**src/rtl/qam_pkg.sv**
```systemverilog
// qam_pkg: shared widths, level codes, cosine table and level decoder for
// the 16-QAM carrier mixer.
package qam_pkg;

  localparam int AMP_W  = 8;
  localparam int OUT_W  = 12;
  localparam int LVL_W  = 3;
  localparam int PROD_W = LVL_W + AMP_W;

  localparam logic [LVL_W-1:0] LVL_P1 = 3'b001;
  localparam logic [LVL_W-1:0] LVL_P3 = 3'b011;
  localparam logic [LVL_W-1:0] LVL_M3 = 3'b101;
  localparam logic [LVL_W-1:0] LVL_M1 = 3'b111;

  typedef logic signed [LVL_W-1:0] level_t;
  typedef logic signed [AMP_W-1:0] amp_t;

  typedef struct packed {
    logic   legal;
    level_t level;
  } level_dec_t;

  // round(127*cos(2*pi*k/16)), k = 0..15
  localparam amp_t COS_LUT [16] = '{
    8'sd127,  8'sd117,  8'sd90,   8'sd49,
    8'sd0,   -8'sd49,  -8'sd90,  -8'sd117,
   -8'sd127, -8'sd117, -8'sd90,  -8'sd49,
    8'sd0,    8'sd49,   8'sd90,   8'sd117
  };

  // The legal codes already are the two's complement of their level, so a
  // legal code passes straight through and anything else becomes level 0.
  function automatic level_dec_t decode_level(input logic [LVL_W-1:0] code);
    level_dec_t d;
    d.legal = 1'b0;
    d.level = '0;
    case (code)
      LVL_P1, LVL_P3, LVL_M3, LVL_M1: begin
        d.legal = 1'b1;
        d.level = level_t'(code);
      end
      default: begin
        d.legal = 1'b0;
        d.level = '0;
      end
    endcase
    return d;
  endfunction

endpackage

```
**src/rtl/qam_carrier_lut.sv**
```systemverilog
// qam_carrier_lut: registered cosine/sine ROM. Given the phase index it
// returns cos and sin amplitudes one clock later; sin is the cosine table
// read a quarter period (4 entries) behind.
module qam_carrier_lut
  import qam_pkg::*;
(
  input  logic       clk,
  input  logic       rst,
  input  logic [3:0] idx,
  output amp_t       cos_v,
  output amp_t       sin_v
);

  amp_t       cos_d, cos_q;
  amp_t       sin_d, sin_q;
  logic [3:0] sin_idx;

  // Table lookup; the 4-bit subtraction wraps the sine index mod 16.
  always_comb begin
    sin_idx = idx - 4'd4;
    cos_d   = COS_LUT[idx];
    sin_d   = COS_LUT[sin_idx];
  end

  // Output registers, cleared by the synchronous active-low reset.
  always_ff @(posedge clk) begin
    if (!rst) begin
      cos_q <= '0;
      sin_q <= '0;
    end else begin
      cos_q <= cos_d;
      sin_q <= sin_d;
    end
  end

  assign cos_v = cos_q;
  assign sin_v = sin_q;

endmodule

```
**src/rtl/qam_carrier_mixer.sv**
```systemverilog
// qam_carrier_mixer: mixes latched I/Q levels onto a LUT carrier,
// qam_out = a*cos(wt) - b*sin(wt), through a 3-stage free-running pipeline.
// Optional build macro QAM_PHASE_SYNC_EN: when defined, every symbol strobe
// restarts the carrier at phase 0; otherwise the phase runs continuously.
module qam_carrier_mixer
  import qam_pkg::*;
#(
  parameter int ACC_W     = 8,
  parameter int PHASE_INC = 16
)
(
  input  logic                    clk,
  input  logic                    rst,
  input  logic                    en,
  input  logic                    sym_stb,
  input  logic [2:0]              Siga,
  input  logic [2:0]              Sigb,
  output logic signed [OUT_W-1:0] qam_out,
  output logic                    out_valid,
  output logic [3:0]              phase_idx,
  output logic                    lvl_err
);

  level_dec_t dec_a, dec_b;

  logic [ACC_W-1:0] acc_d, acc_q;
  level_t           a_d, a_q, b_d, b_q;
  logic             lvl_err_d, lvl_err_q;

  amp_t             cos_v, sin_v;
  level_t           a1_d, a1_q, b1_d, b1_q;
  logic             v1_d, v1_q;

  logic signed [PROD_W-1:0] pa_d, pa_q, pb_d, pb_q;
  logic                     v2_d, v2_q;

  logic signed [OUT_W-1:0]  qam_d, qam_q;
  logic                     valid_d, valid_q;

  // Phase accumulator, symbol level latch and sticky illegal-code flag.
  always_comb begin
    dec_a     = decode_level(Siga);
    dec_b     = decode_level(Sigb);
    acc_d     = acc_q;
    a_d       = a_q;
    b_d       = b_q;
    lvl_err_d = lvl_err_q;
    if (en) begin
      acc_d = acc_q + ACC_W'(PHASE_INC);
    end
    if (sym_stb) begin
      a_d = dec_a.level;
      b_d = dec_b.level;
      if (!dec_a.legal || !dec_b.legal) begin
        lvl_err_d = 1'b1;
      end
`ifdef QAM_PHASE_SYNC_EN
      acc_d = '0;
`else
      acc_d = acc_d;
`endif
    end
  end

  // S1 for the carrier: registered ROM indexed by the accumulator top bits.
  qam_carrier_lut u_lut (
    .clk   (clk),
    .rst   (rst),
    .idx   (acc_q[ACC_W-1 -: 4]),
    .cos_v (cos_v),
    .sin_v (sin_v)
  );

  // Pipeline datapath: S1 level capture, S2 exact products, S3 difference.
  always_comb begin
    a1_d    = a_q;
    b1_d    = b_q;
    v1_d    = en;
    pa_d    = PROD_W'(a1_q) * PROD_W'(cos_v);
    pb_d    = PROD_W'(b1_q) * PROD_W'(sin_v);
    v2_d    = v1_q;
    qam_d   = OUT_W'(pa_q) - OUT_W'(pb_q);
    valid_d = v2_q;
  end

  // All state registers; reset overrides every other input.
  always_ff @(posedge clk) begin
    if (!rst) begin
      acc_q     <= '0;
      a_q       <= '0;
      b_q       <= '0;
      lvl_err_q <= 1'b0;
      a1_q      <= '0;
      b1_q      <= '0;
      v1_q      <= 1'b0;
      pa_q      <= '0;
      pb_q      <= '0;
      v2_q      <= 1'b0;
      qam_q     <= '0;
      valid_q   <= 1'b0;
    end else begin
      acc_q     <= acc_d;
      a_q       <= a_d;
      b_q       <= b_d;
      lvl_err_q <= lvl_err_d;
      a1_q      <= a1_d;
      b1_q      <= b1_d;
      v1_q      <= v1_d;
      pa_q      <= pa_d;
      pb_q      <= pb_d;
      v2_q      <= v2_d;
      qam_q     <= qam_d;
      valid_q   <= valid_d;
    end
  end

  assign qam_out   = qam_q;
  assign out_valid = valid_q;
  assign phase_idx = acc_q[ACC_W-1 -: 4];
  assign lvl_err   = lvl_err_q;

endmodule
```
**config.mk**
```make
export PLATFORM = sky130hd
export DESIGN_NAME = qam_carrier_mixer
export DESIGN_NICKNAME = d
export VERILOG_FILES = /design/src/rtl/qam_pkg.sv /design/src/rtl/qam_carrier_lut.sv /design/src/rtl/qam_carrier_mixer.sv
export SDC_FILE = /design/constraint.sdc
export NUM_CORES = 1
export LEC_CHECK = 0
export ABC_CLOCK_PERIOD_IN_PS = 6500
export CAP_MARGIN = 20
export CELL_PAD_IN_SITES_DETAIL_PLACEMENT = 0
export CELL_PAD_IN_SITES_GLOBAL_PLACEMENT = 2
export CORE_UTILIZATION = 40
export CTS_CLUSTER_DIAMETER = 30
export DETAILED_ROUTE_END_ITERATION = 12
export MAX_ROUTING_LAYER = met4
export PLACE_DENSITY_LB_ADDON = 0.2
export SETUP_SLACK_MARGIN = 0.2
export SLEW_MARGIN = 20
export SYNTH_ARGS = -nofsm -noshare
export SYNTH_HDL_FRONTEND = slang
export SYNTH_SLANG_ARGS = --single-unit
```
**constraint.sdc**
```tcl
create_clock -name clk -period 6.5 [get_ports clk]
set_clock_uncertainty 0.15 [all_clocks]
set_input_delay 0.65 -clock clk [delete_from_list [all_inputs] [get_ports clk]]
set_output_delay 0.65 -clock clk [all_outputs]
set_load 0.05 [all_outputs]
```
== After elaboration in Yosys (flattened, before gate mapping) ==
Memories as Yosys holds them, arrays and structs flattened. A register that Yosys moved wholly into a read port is not among the register bits.
Cells that the tools add are included.

* Register bits after elaboration: 58
* Input port bits: 10
* Memories kept: 2
* Logic and storage cells: 39
* Output and inout port bits: 18
* Memory bits (read-only): 256

{| class="wikitable"
|+ Memories
! memory !! words !! bits a word !! rd ports !! clocked after Yosys merged registers in !! wr ports !! line !! text
|-
| (name not given) || 16 || 8 || 1 || 1 || 0 || qam_carrier_lut.sv:22 || <nowiki>sin_d = COS_LUT[sin_idx];</nowiki>
|-
| (name not given) || 16 || 8 || 1 || 1 || 0 || qam_carrier_lut.sv:21 || <nowiki>cos_d = COS_LUT[idx];</nowiki>
|}

* $add $sub $neg: 3
* Reduce and logical (&&, ||, !) cells: 8
* Muxes and demuxes: 2
* Equal/unequal tests: 8
* $mul: 2
* Bitwise operators: 2

{| class="wikitable"
|+ Operator list
! cell !! number
|-
| 3-bit by 8-bit multiplier with 11-bit output || 2
|-
| 3-bit equality test, second input constant || 4
|-
| 11-bit by 11-bit subtractor with 12-bit output || 1
|-
| 4-bit NOT with 5-bit output || 2
|-
| 8-bit by 5-bit adder with 8-bit output, second input constant || 1
|-
| 4-bit two-way mux || 2
|-
| 4-bit OR reduction || 2
|-
| 3-bit by 1-bit equality test with 1-bit output, second input constant || 2
|-
| 3-bit by 2-bit equality test with 1-bit output, second input constant || 2
|-
| 1-bit zero test || 4
|-
| 4-bit by 3-bit subtractor with 4-bit output, second input constant || 1
|-
| 2-bit AND reduction || 1
|-
| 1-bit logical OR || 1
|}

== Longest topological paths before layout ==
* Word-level depth: 6
* Gate-level depth with buffers: 12
* Mapped depth without buffers: 12

== Cells and area by module ==
From an unflattened synthesis, not the netlist that was laid out.

* Cells, all modules: 467
* Area, all modules: 4346.7 um^2

{| class="wikitable"
|+ By module, submodules not included
! module !! sequential area each (um^2) !! cells each !! area each (um^2) !! instances
|-
| qam_carrier_mixer || 1081.0 || 378 || 3494.6 || 1
|-
| qam_carrier_lut || 320.3 || 89 || 852.1 || 1
|}

== Worst setup path after synthesis ==
OpenSTA, ideal clock, no wires.

* Kind: flip-flop to flip-flop
* Start point: register a1_q[2]
* End point: register pa_q[7]
* Stages on the path, launching flop included: 11
* Data arrival time: 2.625 ns
* Setup slack: 3.608 ns
* Period minus slack after synthesis: 2.892 ns
* Cell sequence: dfxtp_1 > nand2b_1 > fa_1 > inv_1 > fa_1 > ha_1 > fa_1 > a21o_1 > a21oi_1 > xnor2_1 > nor2_1

* Word-level cells in the longest chain between the ends: 1

{| class="wikitable"
|+ Ends and longest elaborated chain
! item !! line !! text
|-
| start: declaration || qam_carrier_mixer.sv:31 || <nowiki>level_t a1_d, a1_q, b1_d, b1_q;</nowiki>
|-
| start signal: assignment || qam_carrier_mixer.sv:93 || <nowiki>a1_q <= '0;</nowiki>
|-
| start signal: assignment || qam_carrier_mixer.sv:106 || <nowiki>a1_q <= a1_d;</nowiki>
|-
| 3-bit by 8-bit multiplier with 11-bit output || qam_carrier_mixer.sv:79 || <nowiki>pa_d = PROD_W'(a1_q) * PROD_W'(cos_v);</nowiki>
|-
| end signal: assignment || qam_carrier_mixer.sv:109 || <nowiki>pa_q <= pa_d;</nowiki>
|-
| end: declaration || qam_carrier_mixer.sv:34 || <nowiki>logic signed [PROD_W-1:0] pa_d, pa_q, pb_d, pb_q;</nowiki>
|}

Every way passes these cells.
A chain may end at the register's enable or synchronous reset.

== Final worst setup path ==
Same ends and word-level chain as after synthesis.

==> flow_metrics.env <==
export IMPL_status="finished, final reports clean"
export IMPL_fin_crit_sh_pct=47.2
export IMPL_holdBufCountCts=0
export IMPL_end_kind="flop"
export IMPL_dr_pass1_iters=5
export IMPL_syn_area_sq_mm=0.00423
export IMPL_synth_area_leaders="dfxtp_1, ha_1, fa_1"
export IMPL_grt_overflow=0
export IMPL_dieHeight_um=105
export IMPL_timing_rr_start="a1_q[2]"
export IMPL_cts_clk_slew_worst_paths_ns=0.08
export IMPL_arrival_ns=3.14
export IMPL_grt_pass1_wl_mm=13.7
export IMPL_root_buffer="clkbuf_8"
export IMPL_leakage_uw=0.00220
export IMPL_fin_crit_ns=3.07
export IMPL_portBuffers=27
export IMPL_ioPinCount=28
export IMPL_startpoint_type="flop"
export IMPL_post_cts_resized=0
export IMPL_clockBufferDepth=2
export IMPL_worst_setup_path_type="reg -> reg"
export IMPL_drt_iter0_drc=75
export IMPL_gp_congestion=0.790
export IMPL_syn_nets=538
export IMPL_hpwl_mm=6.11
export IMPL_h_tree_depth=3
export IMPL_async_reset_ff_share_pct=0
export IMPL_crit_required_ns=6.57
export IMPL_row_count=37
export IMPL_dieWidth_um=105
export IMPL_layout_common_cells="dfxtp_1, ha_1, inv_1"
export IMPL_post_cts_buffers=0
export IMPL_grt_pass1_vias=2944
export IMPL_dieArea_sq_mm=0.0110
export IMPL_wl_per_cell_um=12.7
export IMPL_final_common_cell="dfxtp_1"
export IMPL_post_place_ws_ns=3.42
export IMPL_ys_flop_type="dfxtp_1"
export IMPL_antenna_found_initial=0
export IMPL_worstRegToRegCells=10
export IMPL_ys_seq_elements=70
export IMPL_setup_tns_ns=0
export IMPL_cts_tree="built"
export IMPL_synth_edf_count=0
export IMPL_nNetsFinal=563
export IMPL_maxSlewHeadroom_pct=45.4
export IMPL_hold_violations=0
export IMPL_drc=0
export IMPL_cts_inserted_buffers=9
export IMPL_fmax_mhz=326
export IMPL_n_antenna_cell=0
export IMPL_synth_cells=463
export IMPL_min_path_cells=1
export IMPL_crit_path_max_fanout=5
export IMPL_cellPowerDensity_mw_per_mm2=213
export IMPL_grt_usage_pct=16.1
export IMPL_synth_top_area_share_pct=33.1
export IMPL_vias=3055
export IMPL_min_from="v1_q"
export IMPL_core_region_area_sq_mm=0.0103
export IMPL_drv_slew=0
export IMPL_timing_final_ws_setup_ns=3.43
export IMPL_clock_latency_ns=0.34
export IMPL_syn2layout_area_growth_pct=13.9
export IMPL_r2r_slack_ns=3.43
export IMPL_grt_max_degree=39
export IMPL_reg2reg_to="pa_q[7]"
export IMPL_cap_violations=0
export IMPL_drtAntennaViolNets=0
export IMPL_ys_types=51
export IMPL_numClockSinks=70
export IMPL_start_util_pct=41.1
export IMPL_setup_violations_final=0
export IMPL_syn_area_per_cell_sq_um=9.13
export IMPL_rsz0062_at_grt="false"
export IMPL_worst_ir_drop_vdd_uv=119
export IMPL_holdPathEnd="v2_q"
export IMPL_hp_class="reg -> reg"
export IMPL_whs_ns=0.289
export IMPL_tightest_slew_ns=0.818
export IMPL_yosysSeqAreaShare_pct=33.1
export IMPL_wl_mm=7.97
export IMPL_yosysTopAreaCell="dfxtp_1"
export IMPL_yosys_warnings=0
export IMPL_vias_per_cell=4.86
export IMPL_drive_gt1_share_pct=5.27
[cells in the mapped netlist (2+ instances only)]
cell type   n
buf_1       2
fa_1       19
o211ai_1    2
and3_1      7
o21ai_0    14
or3_1       3
and2_1     38
a21oi_2     2
a21o_1      4
ha_1       46
xnor2_1    11
inv_1      42
a211oi_1    7
clkbuf_1    5
dfxtp_1    70
o21a_1      3
buf_2       5
o311a_1     3
nand3_1    10
nand3b_1    3
mux2i_1     8
nor2b_1     5
xor2_1      4
nor2_1     37
nor3_1      9
a311oi_1    4
nand2b_1   24
a21oi_1    22
nand4_1     2
nand2_1    31
[per-stage QoR]
step | util, % | power (uW) | instances | area (sq um)
2_1_floorplan | - | 600 | 463 | 4230
3_3_place_gp | 44.7 | 648 | 613 | 4600
3_5_place_dp | 44.7 | 648 | 613 | 4600
4_1_cts | 46.9 | 1040 | 629 | 4820
5_1_grt | 46.9 | 1070 | 629 | 4820
6_report | 46.9 | 1020 | 629 | 4820
[report_power, final]
group          leakage (uW)  internal, uW  switching, uW
sequential         0.000572           453           15.4
combinational       0.00152          69.2           99.0
clock              0.000106           217            171
[layer usage]
metal	global-route usage (%)	up-vias	part of all wire (%)
li1	-	1609	-
met1	19.8	1397	49
met2	26.4	44	47
met3	3.56	5	3.1
met4	4.53	0	0.77
met5	-	-	0
[sequential cells by signal, indices dropped and copies added, names as in the netlist]
name / count
qam_out: 12
pa_q: 11
pb_q: 11
u_lut.cos_v: 8
u_lut.sin_v: 8
acc_q: 4
a1_d: 3
a1_q: 3
b1_d: 3
b1_q: 3
lvl_err: 1
out_valid: 1
v1_q: 1
v2_q: 1
[critical path: stages, from the launching register on]
cell and delay [ns]:
dfxtp_1 0.43, nand2b_1 0.11, fa_1 0.54, inv_1 0.05
fa_1 0.39, ha_1 0.23, fa_1 0.42, a21o_1 0.20
a21oi_1 0.24, xnor2_1 0.15, nor2_1 0.05
[cells by family after synthesis]
| kind of cell | after synthesis | synth area share [%] |
|---|---|---|
| AOI/OAI and AO/OA | 74 | 11.9 |
| adders and majority gates | 65 | 22.6 |
| muxes | 8 | 1.89 |
| DFF | 70 | 33.1 |
| buffers and inverters | 57 | 5.80 |
| and+or+nand+nor | 174 | 21.5 |
| xor gates and xnor gates | 15 | 3.11 |
[cell type report]
type / count / area, sq um
clock inverters: 7 / 97.6
repair buffers: 29 / 285
clock buffers: 9 / 124
flip-flops and latches: 70 / 1400
fillers: 1012 / 5460
well taps: 136 / 170
inverters: 42 / 158
multi-input cells: 336 / 2580
[worst max path at each step]
| stage | to | cells past startpoint | slack [ns] | from |
|---|---|---|---|---|
| finish | pa_q[7] | 10 | 3.43 | a1_q[2] |
| global route | pb_q[9] | 12 | 3.23 | b1_q[2] |
| CTS | pa_q[9] | 10 | 3.41 | a1_q[2] |
| detailed placement | pa_q[7] | 10 | 3.42 | a1_q[2] |
| global placement | pa_q[7] | 10 | 3.48 | a1_q[2] |
| floorplan | pa_q[7] | 10 | 3.61 | a1_q[2] |
Note: power is estimated with default switching activity, not from simulation.
